## config.mk

```make
export PLATFORM = sky130hd
export DESIGN_NAME = mem_arbiter_flat
export DESIGN_NICKNAME = d
export VERILOG_FILES = /design/src/rtl/mem_arbiter_pkg.sv /design/src/rtl/mem_arbiter_if.sv /design/src/rtl/mem_byte_seq.sv /design/src/rtl/mem_arbiter.sv /design/src/flat_wrapper.sv
export SDC_FILE = /design/constraint.sdc
export NUM_CORES = 1
export LEC_CHECK = 0
export CAP_MARGIN = 20
export CORE_MARGIN = 2
export CORE_UTILIZATION = 52
export DETAILED_ROUTE_END_ITERATION = 8
export GPL_TIMING_DRIVEN = 0
export PLACE_DENSITY = 0.82
export SLEW_MARGIN = 20
export SYNTH_ARGS = -nofsm -noshare
export SYNTH_HDL_FRONTEND = slang
export SYNTH_SLANG_ARGS = --single-unit
```

## constraint.sdc

```tcl
create_clock -name clk -period 5.6 [get_ports clk]
set_clock_uncertainty 0.1 [all_clocks]
set_input_delay 0.84 -clock clk [delete_from_list [all_inputs] [get_ports clk]]
set_output_delay 0.84 -clock clk [all_outputs]
set_load 0.005 [all_outputs]
```

## src/rtl/mem_arbiter_pkg.sv

```systemverilog
// Shared types and constants for the byte-serial RAM arbiter.
// Width codes, FSM/owner encodings and the byte-count helper live here.
package mem_arbiter_pkg;

    localparam logic [1:0]  MemByte   = 2'b00;
    localparam logic [1:0]  MemHalf   = 2'b01;
    localparam logic [1:0]  MemWord   = 2'b10;
    localparam logic [31:0] ZeroWord  = 32'h0000_0000;
    localparam logic        RstEnable = 1'b1;

    typedef enum logic [1:0] {IDLE, RD, WR, DONE} ArbState;
    typedef enum logic {OwnIF, OwnMEM} Owner;

    // Width code 2'b11 is served as a full word.
    function automatic logic [2:0] byteCount(input logic [1:0] width);
        case (width)
            MemByte: byteCount = 3'd1;
            MemHalf: byteCount = 3'd2;
            default: byteCount = 3'd4;
        endcase
    endfunction

endpackage

```

## src/rtl/mem_arbiter_if.sv

```systemverilog
// Requester-side bus of the arbiter: the IF fetch port and the MEM load/store port.
interface mem_arbiter_if #(
    parameter int ADDR_W = 32
);

    logic              if_req;
    logic [ADDR_W-1:0] if_addr;
    logic [31:0]       if_rdata;
    logic              if_done;

    logic              mem_req;
    logic              mem_we;
    logic [1:0]        mem_width;
    logic [ADDR_W-1:0] mem_addr;
    logic [31:0]       mem_wdata;
    logic [31:0]       mem_rdata;
    logic              mem_done;

    modport master (
        output if_req, if_addr, mem_req, mem_we, mem_width, mem_addr, mem_wdata,
        input  if_rdata, if_done, mem_rdata, mem_done
    );

    modport slave (
        input  if_req, if_addr, mem_req, mem_we, mem_width, mem_addr, mem_wdata,
        output if_rdata, if_done, mem_rdata, mem_done
    );

endinterface

```

## src/rtl/mem_byte_seq.sv

```systemverilog
// Byte sequencer: walks a latched (addr, count, we, wdata) job one RAM byte per cycle,
// scattering store bytes and assembling load bytes little-endian.
module mem_byte_seq
    import mem_arbiter_pkg::*;
#(
    parameter int RAM_AW = 17
) (
    input  logic              clk,
    input  logic              rst,
    input  logic              start_i,
    input  logic              run_i,
    input  logic [RAM_AW-1:0] addr_i,
    input  logic [2:0]        count_i,
    input  logic              we_i,
    input  logic [31:0]       wdata_i,
    input  logic [7:0]        ramDout_i,
    output logic              last_o,
    output logic [31:0]       rdata_o,
    output logic [RAM_AW-1:0] ramAddr_o,
    output logic              ramWr_o,
    output logic [7:0]        ramDin_o
);

    logic [2:0]        count_q;
    logic              we_q;
    logic [31:0]       wdata_q;
    logic [2:0]        byteCnt_q, byteCnt_d;
    logic [31:0]       rbuf_q, rbuf_d;
    logic [RAM_AW-1:0] ramAddr_q, ramAddr_d;
    logic              ramWr_q, ramWr_d;
    logic [7:0]        ramDin_q, ramDin_d;
    logic [1:0]        lane;
    logic [2:0]        nextIdx;

    // Reads lag addresses by one cycle, so byte i lands while the counter reads i+1.
    always_comb begin
        lane      = 2'(byteCnt_q - 3'd1);
        nextIdx   = byteCnt_q + 3'd1;
        last_o    = run_i && (we_q ? (byteCnt_q == count_q - 3'd1) : (byteCnt_q == count_q));
        byteCnt_d = byteCnt_q;
        rbuf_d    = rbuf_q;
        ramAddr_d = ramAddr_q;
        ramDin_d  = ramDin_q;
        ramWr_d   = 1'b0;
        if (start_i) begin
            byteCnt_d = 3'd0;
            rbuf_d    = ZeroWord;
            ramAddr_d = addr_i;
            ramDin_d  = wdata_i[7:0];
            ramWr_d   = we_i;
        end else if (run_i) begin
            byteCnt_d = nextIdx;
            if (!we_q && byteCnt_q != 3'd0) begin
                rbuf_d = rbuf_q | ({24'h0, ramDout_i} << {lane, 3'b000});
            end
            if (nextIdx < count_q) begin
                ramAddr_d = ramAddr_q + RAM_AW'(1);
                ramDin_d  = wdata_q[{nextIdx[1:0], 3'b000} +: 8];
                ramWr_d   = we_q;
            end
        end
    end

    always_ff @(posedge clk) begin
        if (rst == RstEnable) begin
            count_q   <= 3'd0;
            we_q      <= 1'b0;
            wdata_q   <= ZeroWord;
            byteCnt_q <= 3'd0;
            rbuf_q    <= ZeroWord;
            ramAddr_q <= '0;
            ramWr_q   <= 1'b0;
            ramDin_q  <= 8'h00;
        end else begin
            if (start_i) begin
                count_q <= count_i;
                we_q    <= we_i;
                wdata_q <= wdata_i;
            end
            byteCnt_q <= byteCnt_d;
            rbuf_q    <= rbuf_d;
            ramAddr_q <= ramAddr_d;
            ramWr_q   <= ramWr_d;
            ramDin_q  <= ramDin_d;
        end
    end

    assign rdata_o   = rbuf_d;
    assign ramAddr_o = ramAddr_q;
    assign ramWr_o   = ramWr_q;
    assign ramDin_o  = ramDin_q;

endmodule

```

## src/rtl/mem_arbiter.sv

```systemverilog
// Arbiter FSM sharing the byte-wide RAM between instruction fetch and the MEM stage.
// MEM wins ties because it belongs to the older instruction.
module mem_arbiter
    import mem_arbiter_pkg::*;
#(
    parameter int ADDR_W = 32,
    parameter int RAM_AW = 17
) (
    input  logic              clk,
    input  logic              rst,
    mem_arbiter_if.slave      bus,
    output logic [RAM_AW-1:0] ram_a_o,
    output logic              ram_wr_o,
    output logic [7:0]        ram_din_o,
    input  logic [7:0]        ram_dout_i
);

    ArbState           state_q, state_d;
    Owner              owner_q, owner_d;
    logic [31:0]       ifRdata_q, ifRdata_d;
    logic [31:0]       memRdata_q, memRdata_d;
    logic              start;
    logic [ADDR_W-1:0] jobAddr;
    logic [2:0]        jobCount;
    logic              jobWe;
    logic              seqLast;
    logic [31:0]       seqRdata;
    logic              unusedAddrBits;

    always_comb begin
        state_d    = state_q;
        owner_d    = owner_q;
        ifRdata_d  = ifRdata_q;
        memRdata_d = memRdata_q;
        start      = 1'b0;
        jobAddr    = bus.if_addr;
        jobCount   = 3'd4;
        jobWe      = 1'b0;
        if (bus.mem_req) begin
            jobAddr  = bus.mem_addr;
            jobCount = byteCount(bus.mem_width);
            jobWe    = bus.mem_we;
        end
        case (state_q)
            IDLE: begin
                if (bus.mem_req) begin
                    start   = 1'b1;
                    owner_d = OwnMEM;
                    state_d = bus.mem_we ? WR : RD;
                end else if (bus.if_req) begin
                    start   = 1'b1;
                    owner_d = OwnIF;
                    state_d = RD;
                end
            end
            RD: begin
                if (seqLast) begin
                    state_d = DONE;
                    if (owner_q == OwnIF) ifRdata_d = seqRdata;
                    else                  memRdata_d = seqRdata;
                end
            end
            WR: begin
                if (seqLast) state_d = DONE;
            end
            DONE:    state_d = IDLE;
            default: state_d = IDLE;
        endcase
    end

    always_ff @(posedge clk) begin
        if (rst == RstEnable) begin
            state_q    <= IDLE;
            owner_q    <= OwnIF;
            ifRdata_q  <= ZeroWord;
            memRdata_q <= ZeroWord;
        end else begin
            state_q    <= state_d;
            owner_q    <= owner_d;
            ifRdata_q  <= ifRdata_d;
            memRdata_q <= memRdata_d;
        end
    end

    mem_byte_seq #(
        .RAM_AW(RAM_AW)
    ) u_seq (
        .clk       (clk),
        .rst       (rst),
        .start_i   (start),
        .run_i     ((state_q == RD) || (state_q == WR)),
        .addr_i    (jobAddr[RAM_AW-1:0]),
        .count_i   (jobCount),
        .we_i      (jobWe),
        .wdata_i   (bus.mem_wdata),
        .ramDout_i (ram_dout_i),
        .last_o    (seqLast),
        .rdata_o   (seqRdata),
        .ramAddr_o (ram_a_o),
        .ramWr_o   (ram_wr_o),
        .ramDin_o  (ram_din_o)
    );

    // Address bits above the RAM window are deliberately ignored.
    assign unusedAddrBits = ^jobAddr[ADDR_W-1:RAM_AW];

    assign bus.if_done   = (state_q == DONE) && (owner_q == OwnIF);
    assign bus.mem_done  = (state_q == DONE) && (owner_q == OwnMEM);
    assign bus.if_rdata  = ifRdata_q;
    assign bus.mem_rdata = memRdata_q;

endmodule

```

## src/flat_wrapper.sv

```systemverilog
// flat-port wrapper written by rule: the top's interface ports become plain ports
module mem_arbiter_flat import mem_arbiter_pkg::*;
#(
    parameter int ADDR_W = 32,
    parameter int RAM_AW = 17
)
  (clk, rst, ram_a_o, ram_wr_o, ram_din_o, ram_dout_i, bus_if_req, bus_if_addr, bus_mem_req, bus_mem_we, bus_mem_width, bus_mem_addr, bus_mem_wdata, bus_if_rdata, bus_if_done, bus_mem_rdata, bus_mem_done);
  mem_arbiter_if #(.ADDR_W(ADDR_W)) bus_i ();
  input  logic clk;
  input  logic rst;
  output logic [RAM_AW-1:0] ram_a_o;
  output logic ram_wr_o;
  output logic [7:0] ram_din_o;
  input  logic [7:0] ram_dout_i;
  input wire logic [$bits(bus_i.if_req)-1:0] bus_if_req;
  input wire logic [$bits(bus_i.if_addr)-1:0] bus_if_addr;
  input wire logic [$bits(bus_i.mem_req)-1:0] bus_mem_req;
  input wire logic [$bits(bus_i.mem_we)-1:0] bus_mem_we;
  input wire logic [$bits(bus_i.mem_width)-1:0] bus_mem_width;
  input wire logic [$bits(bus_i.mem_addr)-1:0] bus_mem_addr;
  input wire logic [$bits(bus_i.mem_wdata)-1:0] bus_mem_wdata;
  output wire logic [$bits(bus_i.if_rdata)-1:0] bus_if_rdata;
  output wire logic [$bits(bus_i.if_done)-1:0] bus_if_done;
  output wire logic [$bits(bus_i.mem_rdata)-1:0] bus_mem_rdata;
  output wire logic [$bits(bus_i.mem_done)-1:0] bus_mem_done;
  assign bus_i.if_req = bus_if_req;
  assign bus_i.if_addr = bus_if_addr;
  assign bus_i.mem_req = bus_mem_req;
  assign bus_i.mem_we = bus_mem_we;
  assign bus_i.mem_width = bus_mem_width;
  assign bus_i.mem_addr = bus_mem_addr;
  assign bus_i.mem_wdata = bus_mem_wdata;
  assign bus_if_rdata = bus_i.if_rdata;
  assign bus_if_done = bus_i.if_done;
  assign bus_mem_rdata = bus_i.mem_rdata;
  assign bus_mem_done = bus_i.mem_done;
  mem_arbiter #(.ADDR_W(ADDR_W), .RAM_AW(RAM_AW)) u_core (.clk(clk), .rst(rst), .bus(bus_i), .ram_a_o(ram_a_o), .ram_wr_o(ram_wr_o), .ram_din_o(ram_din_o), .ram_dout_i(ram_dout_i));
endmodule
```

==> flow_metrics.tcl <==
set metrics [dict create \
    critPathMaxStageDelay_ns 0.37 \
    fin_ws_ns 2.41 \
    worst_pin_slew_ns 0.750 \
    syn_inst 769 \
    critPathKind "register to register" \
    root_buffer "clkbuf_16" \
    r2r-end "u_core.u_seq.ramDin_o[0]" \
    fmax_mhz 314 \
    slew_headroom_pct 50.0 \
    clock_sinks 164 \
    tns_ns 0 \
    cpMostUsedCell "buf_2" \
    cts-resized-gates 0 \
    holdPathStages 2 \
    start_kind "register" \
    pin_count 203 \
    fin_crit_ns 3.19 \
    yosysWarnings 0 \
    rrSetupSlack_ns 2.41 \
    start_util_pct 53.4 \
    gp_congestion 0.879 \
    hold_viol_final 0 \
    synth_edf_count 0 \
    clkLatencyLatePin_ns 0.43 \
    endpoint_kind "register" \
    pre_cts_ws_ns 2.20 \
    area_delta_synth_final_pct 35.2 \
    cts-buffers-inserted 17 \
    grt_overflow 0 \
    num-fill-cells 1004 \
    die_h_um 121 \
    syn_avg_cell_area_um2 9.20 \
    grt_pass1_vias 6111 \
    port_buffers 171 \
    setup_violations 0 \
    critPathLaunch "u_core.u_seq.byteCnt_q[0]" \
    crit_end "u_core.u_seq.ramDin_o[0]" \
    cpMaxStageDelayCell "mux2_2" \
    vias_per_cell 5.72 \
    antenna_left 0 \
    grt_first_pass_wirelength_um 31800 \
    maxSlewViolCount 0 \
    ys_types 46 \
    n_antenna_cell 0 \
    crit_required_ns 5.78 \
    drv_cap 0 \
    wl_per_cell_um 17.7 \
    drt_wl_total_um 20300 \
    drive_above_1_share_pct 7.51 \
    synthArstFlopShare_pct 0 \
    rr_worst_depth 11 \
    antenna_found_initial 0 \
    cp_data_arrival_time_ns 3.37 \
    grt_usage_pct 27.9 \
    final_nets 1079 \
    rsz0062_at_grt "no" \
    dieArea_mm2 0.0145 \
    vias 6569 \
    cts_tree "yes" \
    place_hpwl_um 14500 \
    regArea_mm2 0.00328 \
    post_cts.repair.setup_buffers 0 \
    core-area_mm2 0.0132 \
    path_cells "buf_2, buf_2, inv_1, ha_1, ha_1, and2_1, a211oi_2, buf_2, mux2_2, nand2_1, a21oi_1" \
    rows 42 \
    synth_seq_area_share_pct 46.4 \
    crit_fanout 10 \
    syn-num-nets 889 \
    ys.flop_type "dfxtp_1" \
    grt_max_degree 17 \
    clockBufferDepth 2 \
    die_w_um 121 \
    outcome "finished clean" \
    finalCritPeriodShare_pct 56.9 \
    drc_errors 0 \
    regToRegStartpoint "u_core.u_seq.byteCnt_q[0]" \
    cts_hold_buffers 0 \
    clk_pin_slew_ns 0.06 \
    ys_ff_latch 164 \
    p_leak_nw 3.45 \
    netlist_area_mm2 0.00707 \
    multi_input_area_mm2 0.00344 \
    hold_path_class "register to register" \
    htree_levels 4 \
    first_pass_iters 5 \
    power_density_mw_per_mm2 395 \
    first_iter_violations 494 \
    vdd_ir_drop_max_uv 263 \
]
-- how the worst min path moves through the flow --
stage | start | slack (ns) | end
after floorplan | u_core.u_seq.wdata_q[0] | 0.33 | u_core.u_seq.wdata_q[0]
after global placement | u_core.u_seq.wdata_q[1] | 0.34 | u_core.u_seq.wdata_q[1]
after CTS | u_core.u_seq.wdata_q[1] | 0.35 | u_core.u_seq.wdata_q[1]
final | u_core.u_seq.wdata_q[1] | 0.36 | u_core.u_seq.wdata_q[1]
after global routing | u_core.u_seq.wdata_q[16] | 0.37 | u_core.u_seq.wdata_q[16]
after detailed placement | u_core.u_seq.wdata_q[1] | 0.35 | u_core.u_seq.wdata_q[1]
-- registers in the layout (all words and copies together) (netlist names) --
| register | flops |
|---|---|
| u_core.bus.if_rdata | 32 |
| u_core.bus.mem_rdata | 32 |
| u_core.owner_q | 1 |
| u_core.state_q | 2 |
| u_core.u_seq.byteCnt_q | 3 |
| u_core.u_seq.count_q | 3 |
| u_core.u_seq.ramAddr_o | 17 |
| u_core.u_seq.ramDin_o | 8 |
| u_core.u_seq.ramWr_o | 1 |
| u_core.u_seq.rbuf_q | 32 |
| u_core.u_seq.wdata_q | 32 |
| u_core.u_seq.we_q | 1 |
-- per-stage QoR --
stage               hold WS (ns)  cell area, µm²  total power, mW  cells  utilization [%]
floorplan                  0.333            7070             2.21    769                -
global placement           0.339            9000             2.66   1116             68.0
detailed placement         0.345            9000             2.68   1116             68.0
CTS                        0.354            9560             3.76   1148             72.2
global route               0.374            9560             3.95   1148             72.2
finish                     0.356            9560             3.78   1148             72.2
-- where the power goes --
group	internal [mW]	switching (mW)
sequential	1.29	0.0929
combinational	0.496	0.797
clock	0.591	0.507
total	2.38	1.40
-- cells in the final DEF, fill, tap and decap left out, types with 2 or more instances in the layout --
cell type / instances
inv_6: 6
inv_1: 11
clkbuf_1: 45
clkdlybuf4s50_1: 171
clkinv_4: 4
a21oi_1: 80
or3_1: 2
nor2_1: 44
buf_1: 7
nor3b_1: 3
ha_1: 9
and2_1: 6
xor2_1: 17
a211oi_1: 27
nand4_1: 7
a41oi_1: 33
clkinvlp_4: 2
mux2i_1: 6
nor3_1: 2
nand3_1: 44
clkbuf_16: 17
dfxtp_1: 164
buf_2: 8
mux2_1: 30
mux2_2: 11
o21ai_2: 2
nand2_1: 86
nand2b_1: 3
xnor2_1: 2
o21ai_0: 39
buf_4: 3
mux4_2: 8
nor2b_1: 49
buf_6: 4
-- cell type report --
| class | count | share of cell area, % |
|---|---|---|
| multi-input combinational | 526 | 36.0 |
| sequential | 164 | 34.3 |
| timing repair buffer | 171 | 17.9 |
| clock buffer | 18 | 4.59 |
| buffer | 68 | 3.22 |
| tap | 176 | 2.30 |
| clock inverter | 14 | 1.24 |
| inverter | 11 | 0.432 |
-- synthesized netlist by cell type, drive strengths merged, types with 2 or more instances --
cell type,n,share of area (%)
a211oi,28,3.0
and2,6,0.53
a41oi,33,4.1
dfxtp,164,46
nand2,86,4.6
a21oi,80,5.7
xor2,17,2.1
buf,22,1.9
nand2b,3,0.27
mux4,8,2.5
xnor2,2,0.25
mux2i,6,0.85
mux2,41,6.5
clkbuf,46,2.5
nor3b,3,0.32
inv,11,0.58
o21ai,41,3.0
ha,9,1.6
nand3,44,3.1
nor3,2,0.14
nor2b,49,4.3
or3,2,0.18
nand4,8,0.92
nor2,45,2.6
-- cell families after synthesis --
| logic type | share of synthesized area, % |
|---|---|
| simple gates | 17.5 |
| mux | 9.93 |
| xor+xnor | 2.69 |
| buf+inv | 4.94 |
| fa+ha+maj | 1.59 |
| compound gates | 16.9 |
| flops | 46.4 |
-- metal layers --
metal | global-route usage, % | routed length [µm]
met1 | 36.5 | 8840
met2 | 44.8 | 9430
met3 | 5.57 | 1380
met4 | 12.1 | 692
met5 | 0 | 0
-- worst max-delay path, delay by kind of cell (launching register included) --
kind | cells | cell delay, ns
multiplexers | 1 | 0.37
buffers and inverters | 4 | 0.93
AO/OA/AOI/OAI | 2 | 0.40
AND/OR/NAND/NOR | 2 | 0.26
flip-flops | 1 | 0.32
adder cells (fa/ha/maj) | 2 | 0.65
No activity file was read; power rests on OpenSTA's default activity.
